## src/rtl/dot_operand_loader.sv

```systemverilog
// dot_operand_loader
//
// Upstream stage of the matrix-multiply reduction tree. Takes one (A, B)
// element pair per cycle over a valid/ready stream. It multiplies each pair
// into the next slot of an N-slot product buffer. Once the buffer is complete,
// it presents the whole buffer as one packed vector to the tree-sum stage.
// Slots that were never written stay zero, so the downstream sum is the exact
// dot product of a short vector.
//
// Ports:
//   clk          system clock, rising edge
//   rst          synchronous, active-high reset
//   in_a, in_b   operand pair (BITS each)
//   in_valid     operand pair / in_last are valid
//   in_last      final pair of the current vector
//   in_ready     loader accepts a pair this cycle (LOAD state, not in reset)
//   out_products packed product buffer, slot k at [k*BITS +: BITS]
//   out_len      number of slots loaded in the presented vector
//   out_valid    out_products / out_len are valid (FULL state)
//   out_ready    downstream consumes the presented vector

module dot_operand_loader #(
    parameter int N    = 32,
    parameter int BITS = 32
) (
    input  logic                       clk,
    input  logic                       rst,
    input  logic [BITS-1:0]            in_a,
    input  logic [BITS-1:0]            in_b,
    input  logic                       in_valid,
    input  logic                       in_last,
    output logic                       in_ready,
    output logic [N*BITS-1:0]          out_products,
    output logic [$clog2(N+1)-1:0]     out_len,
    output logic                       out_valid,
    input  logic                       out_ready
);

    localparam int IDXW = $clog2(N);
    localparam int LENW = $clog2(N+1);

    localparam logic [0:0] ST_LOAD = 1'b0;
    localparam logic [0:0] ST_FULL = 1'b1;

    // Lower BITS of the product. Two's-complement wrap makes the result
    // identical for signed and unsigned interpretations of the operands.
    function automatic logic [BITS-1:0] wrap_product(
        input logic signed [BITS-1:0] a,
        input logic signed [BITS-1:0] b
    );
        logic signed [BITS-1:0] p;
        p = a * b;
        return p;
    endfunction

    logic [0:0]        state_p1;
    logic [IDXW-1:0]   idx_p1;
    logic [N*BITS-1:0] products_p1;
    logic [LENW-1:0]   len_p1;
    logic              vld_p1;

    logic              accept_p0;
    logic              complete_p0;
    logic              consume_p0;
    logic [BITS-1:0]   prod_p0;

    // ---- stage p0: handshake decode and multiply ----
    assign in_ready    = (state_p1 == ST_LOAD) && !rst;
    assign accept_p0   = in_valid && in_ready;
    // The vector ends on in_last or when the buffer fills, whichever is first.
    assign complete_p0 = accept_p0 && ((idx_p1 == IDXW'(N-1)) || in_last);
    assign consume_p0  = (state_p1 == ST_FULL) && vld_p1 && out_ready;
    assign prod_p0     = wrap_product(in_a, in_b);

    // ---- stage p1: product buffer and control registers ----
    always_ff @(posedge clk) begin
        if (rst) begin
            state_p1    <= ST_LOAD;
            idx_p1      <= '0;
            products_p1 <= '0;
            len_p1      <= '0;
            vld_p1      <= 1'b0;
        end else begin
            case (state_p1)
                ST_LOAD: begin
                    if (accept_p0) begin
                        products_p1[int'(idx_p1)*BITS +: BITS] <= prod_p0;
                        if (complete_p0) begin
                            state_p1 <= ST_FULL;
                            len_p1   <= LENW'(idx_p1) + LENW'(1);
                            vld_p1   <= 1'b1;
                            // idx is cleared here rather than on consume so it
                            // never has to represent N itself.
                            idx_p1   <= '0;
                        end else begin
                            idx_p1   <= idx_p1 + IDXW'(1);
                        end
                    end
                end
                ST_FULL: begin
                    // Clearing the buffer on consume is what keeps padding
                    // slots of the next vector at zero.
                    if (consume_p0) begin
                        state_p1    <= ST_LOAD;
                        idx_p1      <= '0;
                        products_p1 <= '0;
                        len_p1      <= '0;
                        vld_p1      <= 1'b0;
                    end
                end
                default: begin
                    state_p1 <= ST_LOAD;
                    idx_p1   <= '0;
                    vld_p1   <= 1'b0;
                end
            endcase
        end
    end

    assign out_products = products_p1;
    assign out_len      = len_p1;
    assign out_valid    = vld_p1;

endmodule
```

## config.mk

```make
export PLATFORM = sky130hd
export DESIGN_NAME = dot_operand_loader
export DESIGN_NICKNAME = d
export VERILOG_FILES = /design/src/rtl/dot_operand_loader.sv
export SDC_FILE = /design/constraint.sdc
export NUM_CORES = 2
export LEC_CHECK = 0
export ABC_AREA = 1
export CORE_UTILIZATION = 30
export CTS_CLUSTER_SIZE = 14
export DETAILED_ROUTE_END_ITERATION = 8
export PLACE_DENSITY_LB_ADDON = 0.15
export SLEW_MARGIN = 20
export SYNTH_ARGS = -nofsm -noshare
export SYNTH_HDL_FRONTEND = slang
export SYNTH_SLANG_ARGS = --single-unit
```

## constraint.sdc

```tcl
create_clock -name clk -period 10.8 [get_ports clk]
set_input_delay 2.16 -clock clk [delete_from_list [all_inputs] [get_ports clk]]
set_output_delay 2.16 -clock clk [all_outputs]
set_load 0.01 [all_outputs]
```

==> results.md <==
- Status: complete, no violations
- Tcrit/Tclk final: about 90%
- CTS Buffer Depth: 3
- Final hold slack: ~0.46 ns
- GRT overflow: 0
- CTS clk-pin slew, worst paths: roughly 0.06 ns
- Hold buffer count at CTS: 0
- # setup viols final: 0
- GPL Wtd Cong: about 0.93
- I/O pin count: 1,101
- First-pass GRT wire length: around 430,000 um
- Syn nets: ~8,500
- Worst-Margin Slew: 1.23 ns
- Most common library cell in the layout ignoring fill and taps: nand2_1
- Buffers on Ports: roughly 1,100
- Final ANT Viol Nets: 0
- CP max stage cell: clkdlybuf4s50_1
- Peak supply drop: approximately 2.7 mV
- CTS resizes: 0
- Drt drc: 0
- DP HPWL: ~240,000 um
- Fin area: around 0.077 sq mm
- Final wirelength: approximately 310,000 um
- Vias per inst: 5.05
- Crit path top cell by count: fa_1
- Setup Fix Bufs, Post-CTS: 0
- Global Route Usage Sum: a little over 30%
- Clock Power Share: between 10% and 20%
- Vias: a little under 60,000
- Internal power: about 15 mW
- Worst Skew: roughly 0.026 ns
- Gate power share: around three quarters
- Sw Share: roughly 52%
- Worst Setup Slack, final: approximately 0.81 ns
- CP endpoint kind: register
- Rel. slew slack: a little under a fifth
- Fillcell total: roughly 20,000
- Asr flop ratio synth: 0%
- CTS tree: yes
- RSZ-0062 raised after global routing: false
- Mean Syn Cell Area: between 7 and 8 sq um
- Nets: 9,499
- Vias in the first global route: 56,000
- Iter 0 DRT Violations: ~4,600
- Worst Hold Class: register to register
- Starting Density: 30.3%
- Dpl cell area: a little over 0.07 sq mm
- Max frequency: approximately 100 MHz
- Number of max-cap violations: 0
- Sink Count: ~1,000
- Pleak: ~31 nW
- Root buffer cell: clkbuf_16
- Core area: 0.191 sq mm
- WP data arrival: roughly 11 ns
- Dpl ws: -0.00386 ns
- Clock Latency Late Sink: approximately 0.79 ns
- P per Cell Area: 421 mW/mm^2
- Die width: between 400 and 500 um
- Num CTS Buffers: 130
- Post-synth top flop: dfxtp_1
- Pins over their slew limit: 0
- Synth unique cells: 52
- Data required time of the worst path: about 12 ns
- Synth warn: 0
- Largest net degree at the start of global routing: between 200 and 250
- Critical path class: input pin to register
- Register area share after synthesis: 35.8%
- Final Hold Fails: 0
- Area Overhead vs Synth: 32.6%
- Crit-path max FO: 11
- Cell count after synthesis: just under 8,000
- Crit path largest cell delay: around 0.98 ns
- Initial antenna violation count: 10
- Final total power: roughly 32 mW
- CTS H-tree lvls: 4
- Most frequent cells in the layout: nand2_1, clkdlybuf4s50_1, a21oi_1
- Tmin final: 9.99 ns
- CP Buf/Inv Count: 7
- Post-Syn Area: between 0.05 and 0.06 sq mm
- Pre-Repair DR Iteration Count: 6
- Sw power: 16.9 mW
- Crit path launch type: input pin
- Cell Rows: 160
- Die area: 0.195 sq mm
- Die height: about 440 um
- Sequential power share: between 10% and 20%
- Layout cell share with drive strength beyond 1: between 7 and 8%
- EDFF count, synth: 0
- WL/cell: between 20 and 30 um
- CP top delay family: adder cells
- Yosys reg bits: 1,037
==> worst paths after layout <==
check	cells past startpoint	end	startpoint	slack (ns)
setup / recovery	29	out_products[210]	in_b[6]	0.81
hold / removal	2	out_products[303]	out_products[303]	0.46
setup reg to reg	16	out_products[987]	idx_p1[0]	5.27
hold reg to reg	2	out_products[303]	out_products[303]	0.46
==> per-stage QoR <==
| step | TNS, ns | std cells | utilization (%) |
|---|---|---|---|
| 6_report | 0 | 11500 | 40.2 |
| 5_1_grt | 0 | 11500 | 40.2 |
| 4_1_cts | 0 | 11500 | 40.2 |
| 3_5_place_dp | -0.00386 | 11200 | 37.9 |
| 3_3_place_gp | -0.0207 | 11200 | 37.9 |
| 2_1_floorplan | 0 | 7916 | - |
==> worst register-to-register path: stages, from the launching register on <==
cell	delay [ns]
dfxtp_2	0.37
buf_4	0.56
inv_1	0.47
ha_2	0.48
inv_2	0.04
nor2_2	0.07
buf_4	0.37
inv_2	0.39
nor2_1	0.22
inv_2	0.08
nor2_2	0.13
nand2_1	0.08
nor2_1	0.84
inv_1	0.17
nor2_2	0.82
nand4_1	0.18
a21oi_1	0.17
==> per-layer routing <==
layer,wire length [um],vias to the layer above,GRT usage [%],part of all wire [%]
met3,25100,549,8.27,8.0
met1,121000,28700,37.1,39
met5,43,-,0,0.014
li1,-,26500,-,-
met4,23100,6,19.3,7.4
met2,143000,2160,50.0,46
==> cell families after synthesis <==
kind of cell	count (synthesis)	share of synthesized area, %
AOI/OAI and AO/OA	1127	9.95
xor gates and xnor gates	40	0.676
adders and majority gates	562	17.4
DFF	1037	35.8
buffers and inverters	1478	10.0
and+or+nand+nor	3672	26.1
==> state kept, by name (all words and copies together) (netlist names) <==
register	count
out_valid	1
state_p1	1
out_len	6
idx_p1	5
out_products	1024
==> cell type report <==
type / count / area [sq um] / area share [%]
sequential: 1037 / 20800 / 27.0
timing repair buffer: 1368 / 13400 / 17.5
inverter: 930 / 3500 / 4.56
antenna: 7 / 17.5 / 0.0228
multi-input combinational: 5401 / 31600 / 41.2
tap: 2511 / 3140 / 4.09
clock inverter: 35 / 478 / 0.622
clock buffer: 194 / 3850 / 5.01
==> power groups by stage <==
stage	combinational (mW)	clock [mW]	sequential [mW]
CTS	23.7	4.54	3.87
finish	24.0	4.48	3.87
floorplan	10.9	0	3.95
detailed placement	23.6	0	3.95
global route	25.4	4.69	3.87
global placement	23.7	0	3.95
==> synthesized netlist by cell type (3+ instances only) <==
master,n,area [sq um]
o21ai_1,8,40.0
xor2_2,3,48.8
nand2_1,2572,9650
nor2_4,10,113
buf_4,14,105
fa_1,408,8170
inv_1,896,3360
nor2_2,35,219
a21o_1,3,22.5
nand4_1,102,638
o21ai_0,14,70.1
buf_2,159,796
nand3_2,3,30.0
clkbuf_1,306,1150
nand3_1,349,1750
nor2_1,418,1570
nor3_2,24,240
xor2_1,22,193
a21oi_1,1069,5350
dfxtp_1,1037,20800
nand2_2,13,81.3
nor3_1,103,515
nor4_1,28,175
xnor2_1,14,123
buf_1,66,248
inv_2,33,124
ha_1,154,1930
o21ai_2,21,184
nand3b_1,5,37.5
Power figures use the tool's default switching activity.
